**src/rtl/muldiv_pkg.sv**
```systemverilog
// Shared definitions for the iterative multiply/divide unit:
// operation encodings and the control state enumeration.
package muldiv_pkg;

    localparam logic [1:0] OP_MULTU = 2'b00;
    localparam logic [1:0] OP_MULT  = 2'b01;
    localparam logic [1:0] OP_DIVU  = 2'b10;
    localparam logic [1:0] OP_DIV   = 2'b11;

    typedef enum logic [1:0] {
        IDLE,
        RUN,
        FINISH
    } state_e;

endpackage

```
**src/rtl/hilo_pair.sv**
```systemverilog
// HI/LO architectural registers. A completing multiply/divide write
// takes precedence over MTHI/MTLO strobes arriving on the same edge.
module hilo_pair
    import muldiv_pkg::*;
#(
    parameter int WIDTH = 32
) (
    input  logic             clk,
    input  logic             rst,
    input  logic             fin_we_i,
    input  logic [WIDTH-1:0] fin_hi_i,
    input  logic [WIDTH-1:0] fin_lo_i,
    input  logic             wr_hi_i,
    input  logic             wr_lo_i,
    input  logic [WIDTH-1:0] wdata_i,
    output logic [WIDTH-1:0] hi_o,
    output logic [WIDTH-1:0] lo_o
);

    logic [WIDTH-1:0] hi_q;
    logic [WIDTH-1:0] lo_q;

    always_ff @(posedge clk or posedge rst) begin
        if (rst) begin
            hi_q <= '0;
            lo_q <= '0;
        end else if (fin_we_i) begin
            hi_q <= fin_hi_i;
            lo_q <= fin_lo_i;
        end else begin
            if (wr_hi_i) hi_q <= wdata_i;
            if (wr_lo_i) lo_q <= wdata_i;
        end
    end

    assign hi_o = hi_q;
    assign lo_o = lo_q;

endmodule

```
**src/rtl/muldiv_unit.sv**
```systemverilog
// Iterative signed/unsigned multiply and restoring divide, one bit per
// cycle on operand magnitudes, with sign fix-up applied on the final write.
module muldiv_unit
    import muldiv_pkg::*;
#(
    parameter int WIDTH = 32
) (
    input  logic             clk,
    input  logic             rst,
    input  logic             start_i,
    input  logic [1:0]       op_i,
    input  logic [WIDTH-1:0] a_i,
    input  logic [WIDTH-1:0] b_i,
    input  logic             cancel_i,
    input  logic             wr_hi_i,
    input  logic             wr_lo_i,
    input  logic [WIDTH-1:0] wdata_i,
    output logic             busy_o,
    output logic             done_o,
    output logic             div_by_zero_o,
    output logic [WIDTH-1:0] hi_o,
    output logic [WIDTH-1:0] lo_o
);

    localparam int CW = $clog2(WIDTH + 1);

    state_e             state_q;
    logic               is_div_q;
    logic [WIDTH-1:0]   opnd_q;
    logic [2*WIDTH-1:0] acc_q, acc_d;
    logic [WIDTH:0]     rem_q, rem_d;
    logic [CW-1:0]      cnt_q;
    logic               neg_q, rem_neg_q, dbz_q;
    logic               busy_q, done_q, dbz_pulse_q;

    logic               a_neg, b_neg;
    logic [WIDTH-1:0]   mag_a, mag_b;
    logic [WIDTH:0]     mul_sum;
    logic [WIDTH:0]     div_shift;
    logic [WIDTH+1:0]   div_trial;
    logic [2*WIDTH-1:0] prod;
    logic [WIDTH-1:0]   fin_hi, fin_lo;
    logic               fin_we;

    assign a_neg = op_i[0] & a_i[WIDTH-1];
    assign b_neg = op_i[0] & b_i[WIDTH-1];
    assign mag_a = a_neg ? -a_i : a_i;
    assign mag_b = b_neg ? -b_i : b_i;

    // Multiply keeps {partial product, remaining multiplier bits} in acc_q;
    // divide shifts dividend bits out of acc_q's low half as quotient bits enter.
    always_comb begin
        mul_sum   = {1'b0, acc_q[2*WIDTH-1:WIDTH]} + (acc_q[0] ? {1'b0, opnd_q} : '0);
        div_shift = {rem_q[WIDTH-1:0], acc_q[WIDTH-1]};
        div_trial = {1'b0, div_shift} - {2'b00, opnd_q};
        acc_d     = {mul_sum, acc_q[WIDTH-1:1]};
        rem_d     = rem_q;
        if (is_div_q) begin
            if (!div_trial[WIDTH+1]) begin
                rem_d = div_trial[WIDTH:0];
                acc_d = {acc_q[2*WIDTH-1:WIDTH], acc_q[WIDTH-2:0], 1'b1};
            end else begin
                rem_d = div_shift;
                acc_d = {acc_q[2*WIDTH-1:WIDTH], acc_q[WIDTH-2:0], 1'b0};
            end
        end
    end

    always_comb begin
        prod   = neg_q ? -acc_q : acc_q;
        fin_hi = prod[2*WIDTH-1:WIDTH];
        fin_lo = prod[WIDTH-1:0];
        if (is_div_q) begin
            fin_lo = neg_q ? -acc_q[WIDTH-1:0] : acc_q[WIDTH-1:0];
            fin_hi = rem_neg_q ? -rem_q[WIDTH-1:0] : rem_q[WIDTH-1:0];
        end
    end

    assign fin_we = (state_q == FINISH) && !cancel_i && !dbz_q;

    always_ff @(posedge clk or posedge rst) begin
        if (rst) begin
            state_q     <= IDLE;
            is_div_q    <= 1'b0;
            opnd_q      <= '0;
            acc_q       <= '0;
            rem_q       <= '0;
            cnt_q       <= '0;
            neg_q       <= 1'b0;
            rem_neg_q   <= 1'b0;
            dbz_q       <= 1'b0;
            busy_q      <= 1'b0;
            done_q      <= 1'b0;
            dbz_pulse_q <= 1'b0;
        end else begin
            done_q      <= 1'b0;
            dbz_pulse_q <= 1'b0;
            case (state_q)
                IDLE: begin
                    if (start_i) begin
                        state_q   <= RUN;
                        busy_q    <= 1'b1;
                        is_div_q  <= op_i[1];
                        opnd_q    <= op_i[1] ? mag_b : mag_a;
                        acc_q     <= {{WIDTH{1'b0}}, (op_i[1] ? mag_a : mag_b)};
                        rem_q     <= '0;
                        cnt_q     <= '0;
                        neg_q     <= a_neg ^ b_neg;
                        rem_neg_q <= a_neg;
                        dbz_q     <= op_i[1] && (b_i == '0);
                    end
                end
                RUN: begin
                    if (cancel_i) begin
                        state_q <= IDLE;
                        busy_q  <= 1'b0;
                    end else begin
                        acc_q <= acc_d;
                        rem_q <= rem_d;
                        cnt_q <= cnt_q + CW'(1);
                        if (cnt_q == CW'(WIDTH - 1)) state_q <= FINISH;
                    end
                end
                FINISH: begin
                    state_q <= IDLE;
                    busy_q  <= 1'b0;
                    if (!cancel_i) begin
                        done_q      <= 1'b1;
                        dbz_pulse_q <= dbz_q;
                    end
                end
                default: begin
                    state_q <= IDLE;
                    busy_q  <= 1'b0;
                end
            endcase
        end
    end

    hilo_pair #(.WIDTH(WIDTH)) u_hilo (
        .clk      (clk),
        .rst      (rst),
        .fin_we_i (fin_we),
        .fin_hi_i (fin_hi),
        .fin_lo_i (fin_lo),
        .wr_hi_i  (wr_hi_i),
        .wr_lo_i  (wr_lo_i),
        .wdata_i  (wdata_i),
        .hi_o     (hi_o),
        .lo_o     (lo_o)
    );

    assign busy_o        = busy_q;
    assign done_o        = done_q;
    assign div_by_zero_o = dbz_pulse_q;

endmodule

```
**config.mk**
```make
export PLATFORM = sky130hd
export DESIGN_NAME = muldiv_unit
export DESIGN_NICKNAME = d
export VERILOG_FILES = /design/src/rtl/muldiv_pkg.sv /design/src/rtl/hilo_pair.sv /design/src/rtl/muldiv_unit.sv
export SDC_FILE = /design/constraint.sdc
export NUM_CORES = 1
export LEC_CHECK = 0
export ABC_AREA = 1
export CELL_PAD_IN_SITES_DETAIL_PLACEMENT = 0
export CELL_PAD_IN_SITES_GLOBAL_PLACEMENT = 1
export CORE_MARGIN = 5
export CORE_UTILIZATION = 30
export DETAILED_ROUTE_END_ITERATION = 16
export GPL_TIMING_DRIVEN = 0
export PLACE_DENSITY = 0.63
export SYNTH_ARGS = -nofsm -noshare
export SYNTH_HDL_FRONTEND = slang
export SYNTH_HIERARCHICAL = 1
export SYNTH_SLANG_ARGS = --single-unit
```
**constraint.sdc**
```tcl
create_clock -name clk -period 6.2 [get_ports clk]
set_clock_uncertainty 0.15 [all_clocks]
set_input_delay 0.93 -clock clk [delete_from_list [all_inputs] [get_ports clk]]
set_output_delay 0.93 -clock clk [all_outputs]
set_load 0.03 [all_outputs]
```
Yosys cells after proc, flatten, opt, wreduce, memory -nomap -nowiden
Cells that the tools add are included.
W data, S select, Z words.
Word-level totals
  register bits: 207
  input port bits: 104
  logic and storage cells: 89
Operators by class
  $add $sub $neg: 8
  equal/unequal tests: 9
  muxes and demuxes: 38
  bitwise operators: 3
  reduce and logical (&&, ||, !) cells: 16
Operators by type and width (count)
  $mux W32: 17
  $mux W64: 4
  $neg A32 Y32: 4
  $pmux W64 S2: 1
  $neg A64 Y64: 1
  $pmux W32 S2: 1
  $sub A33 B32 Y34: 1
  $add A32 B32 Y33: 1
  $logic_not A32 Y1: 1
  $mux W6: 2
  $pmux W6 S2: 1
  $ne A2 B2 Y1 const B: 5
  $reduce_and A4 Y1: 2
  $mux W1: 7
  $add A6 B1 Y6 const B: 1
  $eq A6 B5 Y1 const B: 1
  $mux W2: 3
  $reduce_and A2 Y1: 3
  $reduce_bool A2 Y1: 3
  $pmux W2 S2: 1
  $logic_and A1 B1 Y1: 3
  $ne A3 B3 Y1 const B: 1
  $reduce_and A3 Y1: 1
  $and A1 B1 Y1: 2
  other kinds (6): 7

Depth between registers and ports, before layout
Gate-level depths: netlist (run 1).
  depth after elaboration: 5
  gate-level depth with buffers: 18
  mapped depth without buffers: 17

By module
Netlist (run 1), hierarchy kept.
Modules (own cells, without submodules)
  muldiv_unit: times used 1, cells an instance 2850, area an instance 16602.2 µm², sequential area each 3578.4 µm²
  hilo_pair: times used 1, cells an instance 351, area an instance 2856.5 µm², sequential area each 1601.5 µm²

Worst setup path before layout (run 1)
No wires, ideal clock.
  kind: register -> register
  from: register acc_q[0]
  to: register acc_q[45]
  arrival time: 2.156 ns
  required time: 5.927 ns
  path slack: 3.771 ns
  stages on the path, launching flop included: 13
  buffers on the path: 2
  cells stage by stage: dfrtp_1 buf_2 clkbuf_1 nand2_1 inv_1 ha_1 nand3_1 nand3_1 a21oi_1 o21ai_1 or2_2 nand3_1 o21ai_1
On the way
  word-level cells in the longest chain between the ends: 5
RTL lines
  from (decl): RTL line muldiv_unit.sv:30  | logic [2*WIDTH-1:0] acc_q, acc_d;
  from (signal assigned): RTL line muldiv_unit.sv:105  | acc_q <= {{WIDTH{1'b0}}, (op_i[1] ? mag_a : mag_b)};
  $mux W32: RTL line muldiv_unit.sv:53  | mul_sum = {1'b0, acc_q[2*WIDTH-1:WIDTH]} + (acc_q[0] ? {1'b0, opnd_q} : '0);
  $add A32 B32 Y33: RTL line muldiv_unit.sv:53
  $mux W64: RTL line muldiv_unit.sv:58  | if (is_div_q) begin
  $mux W64: RTL line muldiv_unit.sv:114  | if (cancel_i) begin
  $pmux W64 S2: RTL line muldiv_unit.sv:98  | case (state_q)
No other way between the ends. The select of a mux whose other input is x is not followed.
A chain may end at the register's enable or synchronous reset.

Final worst setup path (run 1)
  from: register acc_q[0]
  to: register acc_q[63]
Same word-level chain as after synthesis.

==> out/metrics.yaml, run 1 <==
min_period_ps: 3560
synth_cell_types: 53
path_depth: 15
clk_path_buf_depth: 3
synth-xor-area-share: 0.0369
synth-simple-area-share: 0.410
drt_iter0_drc: 2269
final_core_util: 0.360
min_to: "u_hilo/hi_o[30]"
min_path_cells: 2
rr_worst_depth: 15
synth-compound-area-share: 0.136
postCtsHoldBufs: 0
drive_gt1_frac: 0.0459
wl_um: 94800
drc: 0
syn_area_sq_mm: 0.0195
synth_top_area_share: 0.266
synth_flop_cell: "dfrtp_1"
grt_pass1_vias: 21800
slowest_delay_ps: 500
die_w_um: 265
rr_startpoint: "acc_q[0]"
cp_top_family: "simple AND/OR/NAND/NOR gates"
layout.nets: 3574
cp_num_buf_inv: 5
firstDrtPassIters: 6
placementRows: 93
maxCapViolCount: 0
post_cts_buffers: 0
synthAdderAreaFrac: 0.0464
yosys-top-cells-area: "dfrtp_1 (27%), nand2_1 (19%), nand3_1 (10%)"
relSlewSlack: 0.370
start_util: 0.302
antenna_left: 0
p_leak_uw: 0.0114
worst_pin_slew_ps: 937
cts_buffers: 27
portBuffers: 167
h-tree-depth: 1
vias: 22600
min_from: "u_hilo/hi_o[30]"
crit_fanout: 10
ys_warn_count: 6
area_delta_synth_final_pct: 19.1
clk_pin_slew_ps: 60
ys_ff_latch: 207
dp.cells: 4225
synth_area_leader_cell: "dfrtp_1"
clock_latency_ps: 560
cts.sinks: 207
dpl.hpwl_um: 79900
die_area_sq_mm: 0.0701
r2r-end: "acc_q[63]"
cts_tree: "yes"
gp_congestion: 1.04
ir_worst_vdd_mv: 0.214
status: "completed"
die_h_um: 265
post_layout_nonfiller_instances: 4275
muxShareOfSynthArea: 0
grt_util_all_layers: 0.260
synth-edff-count: 0
endpoint_kind: "flip-flop"
yosysSeqAreaShare: 0.266
cts-root-buf: "clkbuf_16"
synth_top_family_by_area: "simple AND/OR/NAND/NOR gates"
grt_max_degree: 119
path_class: "reg -> reg"
worst_path_most_repeated_cell: "nand2_1"
synth_area_per_cell_sq_um: 6.08
drt-wirelength-per-cell_um: 22.2
hold_viol: 0
pin_count: 171
path_cells: "buf_2 -> clkbuf_1 -> nand2_1 -> inv_1 -> ha_1 -> nand2_1 -> nor3_1 -> inv_1 -> nor2_1 -> inv_1 -> nor3_1 -> nand2_1 -> nand2_1 -> nand2_1 -> nand2_1"
min_path_type: "reg -> reg"
fmaxAchievable_mhz: 281
grt_pass1_wl_um: 140000
power.density_mw_per_mm2: 409
regToRegSetupSlack_ps: 2640
viasPerCell: 5.27
setup_violations: 0
async_flop_share: 1.00
diodes: 0
core-area_sq_mm: 0.0643
synthCells: 3201
required_ps: 6540
synth_most_common_cell: "nand2_1"
cp-start-kind: "flip-flop"
maxSlewViolCount: 0
whs_ps: 330
rsz0062_at_grt: "false"
antenna_found_initial: 1
critPathArrivalTime_ps: 3900
cts-resized-gates: 0
overflow: 0
synthTopCellsByCount: "nand2_1 (995), nand3_1 (405), inv_1 (384), nor2_1 (312), dfrtp_1 (207)"
slowest_stage: "dfrtp_1"
syn_nets: 3376
period_share: 0.574
==> worst register-to-register path, cell delays in order, from the launching register on <==
cell	delay, ps
dfrtp_1	500
buf_2	290
clkbuf_1	420
nand2_1	390
inv_1	190
ha_1	280
nand2_1	180
nor3_1	350
inv_1	110
nor2_1	100
inv_1	60
nor3_1	140
nand2_1	80
nand2_1	60
nand2_1	120
nand2_1	90
==> through the flow <==
step	setup slack [ps]	cell area, sq um	TNS, ps	power (uW)
6_report	2640	23200	0	9470
3_3_place_gp	-1430	22200	-199780	7720
3_5_place_dp	2690	22300	0	7730
2_1_floorplan	1280	19500	0	5630
5_1_grt	2460	23200	0	10200
4_1_cts	2690	23200	0	9420
==> cell usage in the layout, fill, tap and decap left out, drive strengths merged, types with 33 or more instances in the layout <==
| cell type | synthesis | final |
|---|---|---|
| nand2 | 1001 | 1001 |
| inv | 408 | 409 |
| nand3 | 407 | 407 |
| nor2 | 327 | 327 |
| dfrtp | 207 | 207 |
| o21ai | 173 | 173 |
| clkdlybuf4s50 | 0 | 167 |
| a21oi | 152 | 152 |
| clkbuf | 51 | 90 |
| xor2 | 72 | 72 |
| ha | 69 | 69 |
| buf | 56 | 58 |
| nand4 | 54 | 54 |
| nor3 | 42 | 42 |
| o211ai | 33 | 33 |
==> how the worst max path moves through the flow <==
stage              from        end  slack, ps
2_1_floorplan       rst   acc_q[0]       1280
3_3_place_gp        rst     busy_o      -1430
3_5_place_dp     a_i[0]  acc_q[16]       2690
4_1_cts        acc_q[0]  acc_q[63]       2690
5_1_grt        acc_q[0]  acc_q[63]       2460
6_report       acc_q[0]  acc_q[63]       2640
==> layout make-up <==
class                   instances  area [sq um]
fillers                      7210         41200
multi-input cells            2473         12200
flip-flops and latches        207          5180
repair buffers                169          1710
inverters                     414          1560
well taps                     855          1070
clock buffers                  39           781
plain buffers                 107           488
clock inverters                11           141
==> flip-flops by register name, indices dropped and copies added, names as in the netlist <==
name and flops:
u_hilo/hi_o 32, dbz_q 1, neg_q 1, opnd_q 32, rem_q 32, acc_q 64, done_o 1, rem_neg_q 1
state_q 2, u_hilo/lo_o 32, is_div_q 1, div_by_zero_o 1, busy_o 1, cnt_q 6
==> metal layers <==
layer / part of all wire / wire [um] / GRT usage / up-vias
met3: 0.056 / 5290 / 0.0269 / 162
met2: 0.45 / 42900 / 0.425 / 802
met1: 0.45 / 42300 / 0.355 / 10700
met4: 0.046 / 4340 / 0.0987 / 0
li1: - / - / - / 10900
met5: 0 / 0 / 0 / -
==> power by group <==
group	internal (uW)	switching [uW]	total [uW]
Sequential	1660	533	2190
Combinational	1700	3910	5610
Clock	997	668	1660
Total	4360	5110	9470
==> kinds of logic after synthesis <==
group,Yosys count
AO/OA/AOI/OAI,448
XOR/XNOR,82
flip-flops,207
AND/OR/NAND/NOR,1872
buffers and inverters,521
adder cells (fa/ha/maj),71
No activity file was read; power rests on OpenSTA's default activity.
==> inputs of run 2 (changes only) <==
--- a/config.mk
+++ b/config.mk
@@ -12,7 +12,7 @@
 export CORE_UTILIZATION = 30
 export DETAILED_ROUTE_END_ITERATION = 16
 export GPL_TIMING_DRIVEN = 0
-export PLACE_DENSITY = 0.63
+export PLACE_DENSITY = 0.66
 export SYNTH_ARGS = -nofsm -noshare
 export SYNTH_HDL_FRONTEND = slang
 export SYNTH_HIERARCHICAL = 1
==> constraint.sdc (replaced) <==
create_clock -name clk -period 3.2 [get_ports clk]
set_clock_uncertainty 0.15 [all_clocks]
set_input_delay 0.48 -clock clk [delete_from_list [all_inputs] [get_ports clk]]
set_output_delay 0.48 -clock clk [all_outputs]
set_load 0.03 [all_outputs]
==> run 2 against run 1 <==
  * Sequential share of layout area down 0.21 points
  * Critical endpoint is now acc_q[61]
  * Cell area up 1.0%
  * Count of clock-buffer cells in the layout down 4
  * Routed wire length down 2.4%
  * First-iteration DRC count down 16%
  * Core utilization up 0.36 points
  * Largest power group unchanged
  * Combinational power up 91%
  * Worst hold slack worse by 210 ps
  * Critical path type unchanged
==> out/metrics.yaml, run 2 (synthesis results as in run 1) <==
setup_violations: 0  # unchanged
power.density_mw_per_mm2: 796  # +95%
gp_congestion: 0.997  # -4.5%
setup.worst_path.start: "acc_q[0]"
period_share: 0.935  # +0.361
rr_worst_depth: 14  # -1
h-tree-depth: 1  # unchanged
wl_um: 92600  # -2.4%
antenna_left: 0  # unchanged
start_util: 0.302  # unchanged
maxSlewViolCount: 0  # unchanged
overflow: 0  # unchanged
p_leak_uw: 0.0115  # +1.1%
cts_tree: "yes"
drc: 0  # unchanged
firstDrtPassIters: 8  # +2
drt-wirelength-per-cell_um: 21.6  # -2.4%
drive_gt1_frac: 0.0526  # +0.00668
fmaxAchievable_mhz: 334  # +19%
dpl.hpwl_um: 77500  # -3.1%
path_class: "reg -> reg"
worst_pin_slew_ps: 854  # -83.1 ps
placementRows: 93  # unchanged
grt_pass1_wl_um: 138000  # -1.7%
endpoint_kind: "flip-flop"
area_delta_synth_final_pct: 20.3
cts_buffers: 27  # unchanged
cp-start-kind: "flip-flop"
die_w_um: 265  # unchanged
ir_worst_vdd_mv: 0.348  # +63%
layout_commonest_cell: "nand2_1"
maxCapViolCount: 0  # unchanged
vias: 22200  # -1.5%
largest_register: "acc_q"
place_ws_ps: -174  # -2860 ps
rsz0062_at_grt: "false"
total_power_uw: 18600  # +97%
min_path_type: "in -> reg"
slowest_stage: "dfrtp_2"
clk_pin_slew_ps: 60  # about the same
die_area_sq_mm: 0.0701  # unchanged
min_path_cells: 3  # +1
required_ps: 3540  # -3000 ps
clock_latency_ps: 600  # +40 ps
path_cells: "buf_4 -> clkbuf_2 -> nand2_1 -> inv_1 -> ha_1 -> inv_1 -> o21ai_0 -> a21oi_1 -> o21bai_1 -> a21oi_1 -> nand2_1 -> nand2_1 -> nand3_1 -> nand2_1"
viasPerCell: 5.19  # -1.5%
crit_fanout: 10  # unchanged
cts-root-buf: "clkbuf_16"
drt_iter0_drc: 1913  # -16%
pin_count: 171  # unchanged
regToRegSetupSlack_ps: 210  # -2430 ps
min_period_ps: 2990  # -568 ps
antenna_found_initial: 0  # -1
mostFrequentLayoutCells: "nand2_1 (993), nand3_1 (402), inv_1 (382)"
grt_max_degree: 65  # -45%
slowest_delay_ps: 450  # -50 ps
final_core_util: 0.364  # +0.00360
relSlewSlack: 0.425  # +0.0559
min_from: "wr_lo_i"
grt_pass1_vias: 21500  # -1.3%
hold_viol: 0  # unchanged
cts.sinks: 207  # unchanged
critPathArrivalTime_ps: 3330  # -570 ps
portBuffers: 167  # unchanged
setup_ws_ps: 209  # -2430 ps
tns_ps: 0  # unchanged
die_h_um: 265  # unchanged
largest_reg_flops: 64  # unchanged
status: "completed"
layout.nets: 3579  # +0.14%
diodes: 0  # unchanged
grt_util_all_layers: 0.255  # -0.00492
clk_path_buf_depth: 3  # unchanged
rr_startpoint: "acc_q[0]"
core-area_sq_mm: 0.0643  # unchanged
worst_path_most_repeated_cell: "nand2_1"
run 2: cell count changes in the layout (fill, tap and decap cells not counted), moves of 3 or more:
cell and change:
buf_12 +4, buf_4 +3, bufinv_16 +3, clkbuf_1 -7, clkinv_2 -3, nand3_1 -3, nand3_2 +3
run 2: final cells by class:
type	count	area, sq um
Timing Repair Buffer	174	1770
Clock inverter	13	245
Buffer	107	493
Sequential cell	207	5180
Multi-Input combinational cell	2473	12300
Clock buffer	35	786
Tap cell	855	1070
Inverter	414	1560
Fill cell	7203	40900
run 2: what timing repair did:
action | 4_1_cts | 5_1_grt
pin swaps | 1 | 1
buffers inserted | 0 | 2
hold buffers | 0 | 0
endpoints found under the hold margin | 0 | 0
resized for setup | 4 | 15
endpoints found under the setup margin | 7 | 21
run 2: layer usage:
metal | track usage | vias up | share of wire
li1 | - | 10900 | -
met1 | 0.360 | 10400 | 0.46
met2 | 0.411 | 760 | 0.45
met3 | 0.0209 | 147 | 0.053
met4 | 0.0880 | 0 | 0.042
met5 | 0 | - | 0
run 2: where the power goes:
part,total [uW],switching [uW],internal [uW]
clock,3590,1370,2220
sequential,4290,1080,3220
combinational,10700,7420,3320
run 2: final timing paths:
check                                  endpoint
worst max-delay path                  acc_q[61]
worst min-delay path            u_hilo/lo_o[24]
worst max register to register        acc_q[61]
worst min register to register  u_hilo/hi_o[18]
max in group asynchronous              rem_q[9]
min in group asynchronous             acc_q[60]
run 2: metrics by stage:
| stage | hold slack (ps) | cell area [sq um] | std cells |
|---|---|---|---|
| 4_1_cts | 99.3 | 23300 | 4276 |
| 3_5_place_dp | 318 | 22300 | 4228 |
| 6_report | 120 | 23400 | 4278 |
| 5_1_grt | 143 | 23400 | 4278 |
| 2_1_floorplan | 310 | 19500 | 3201 |
| 3_3_place_gp | 315 | 22200 | 4223 |
run 2: critical path, delay by kind of cell (launching register included):
| family | cells | cell delay (ps) |
|---|---|---|
| and+or+nand+nor | 5 | 380 |
| DFF | 1 | 450 |
| buffers and inverters | 4 | 560 |
| AOI/OAI and AO/OA | 4 | 960 |
| adders and majority gates | 1 | 350 |
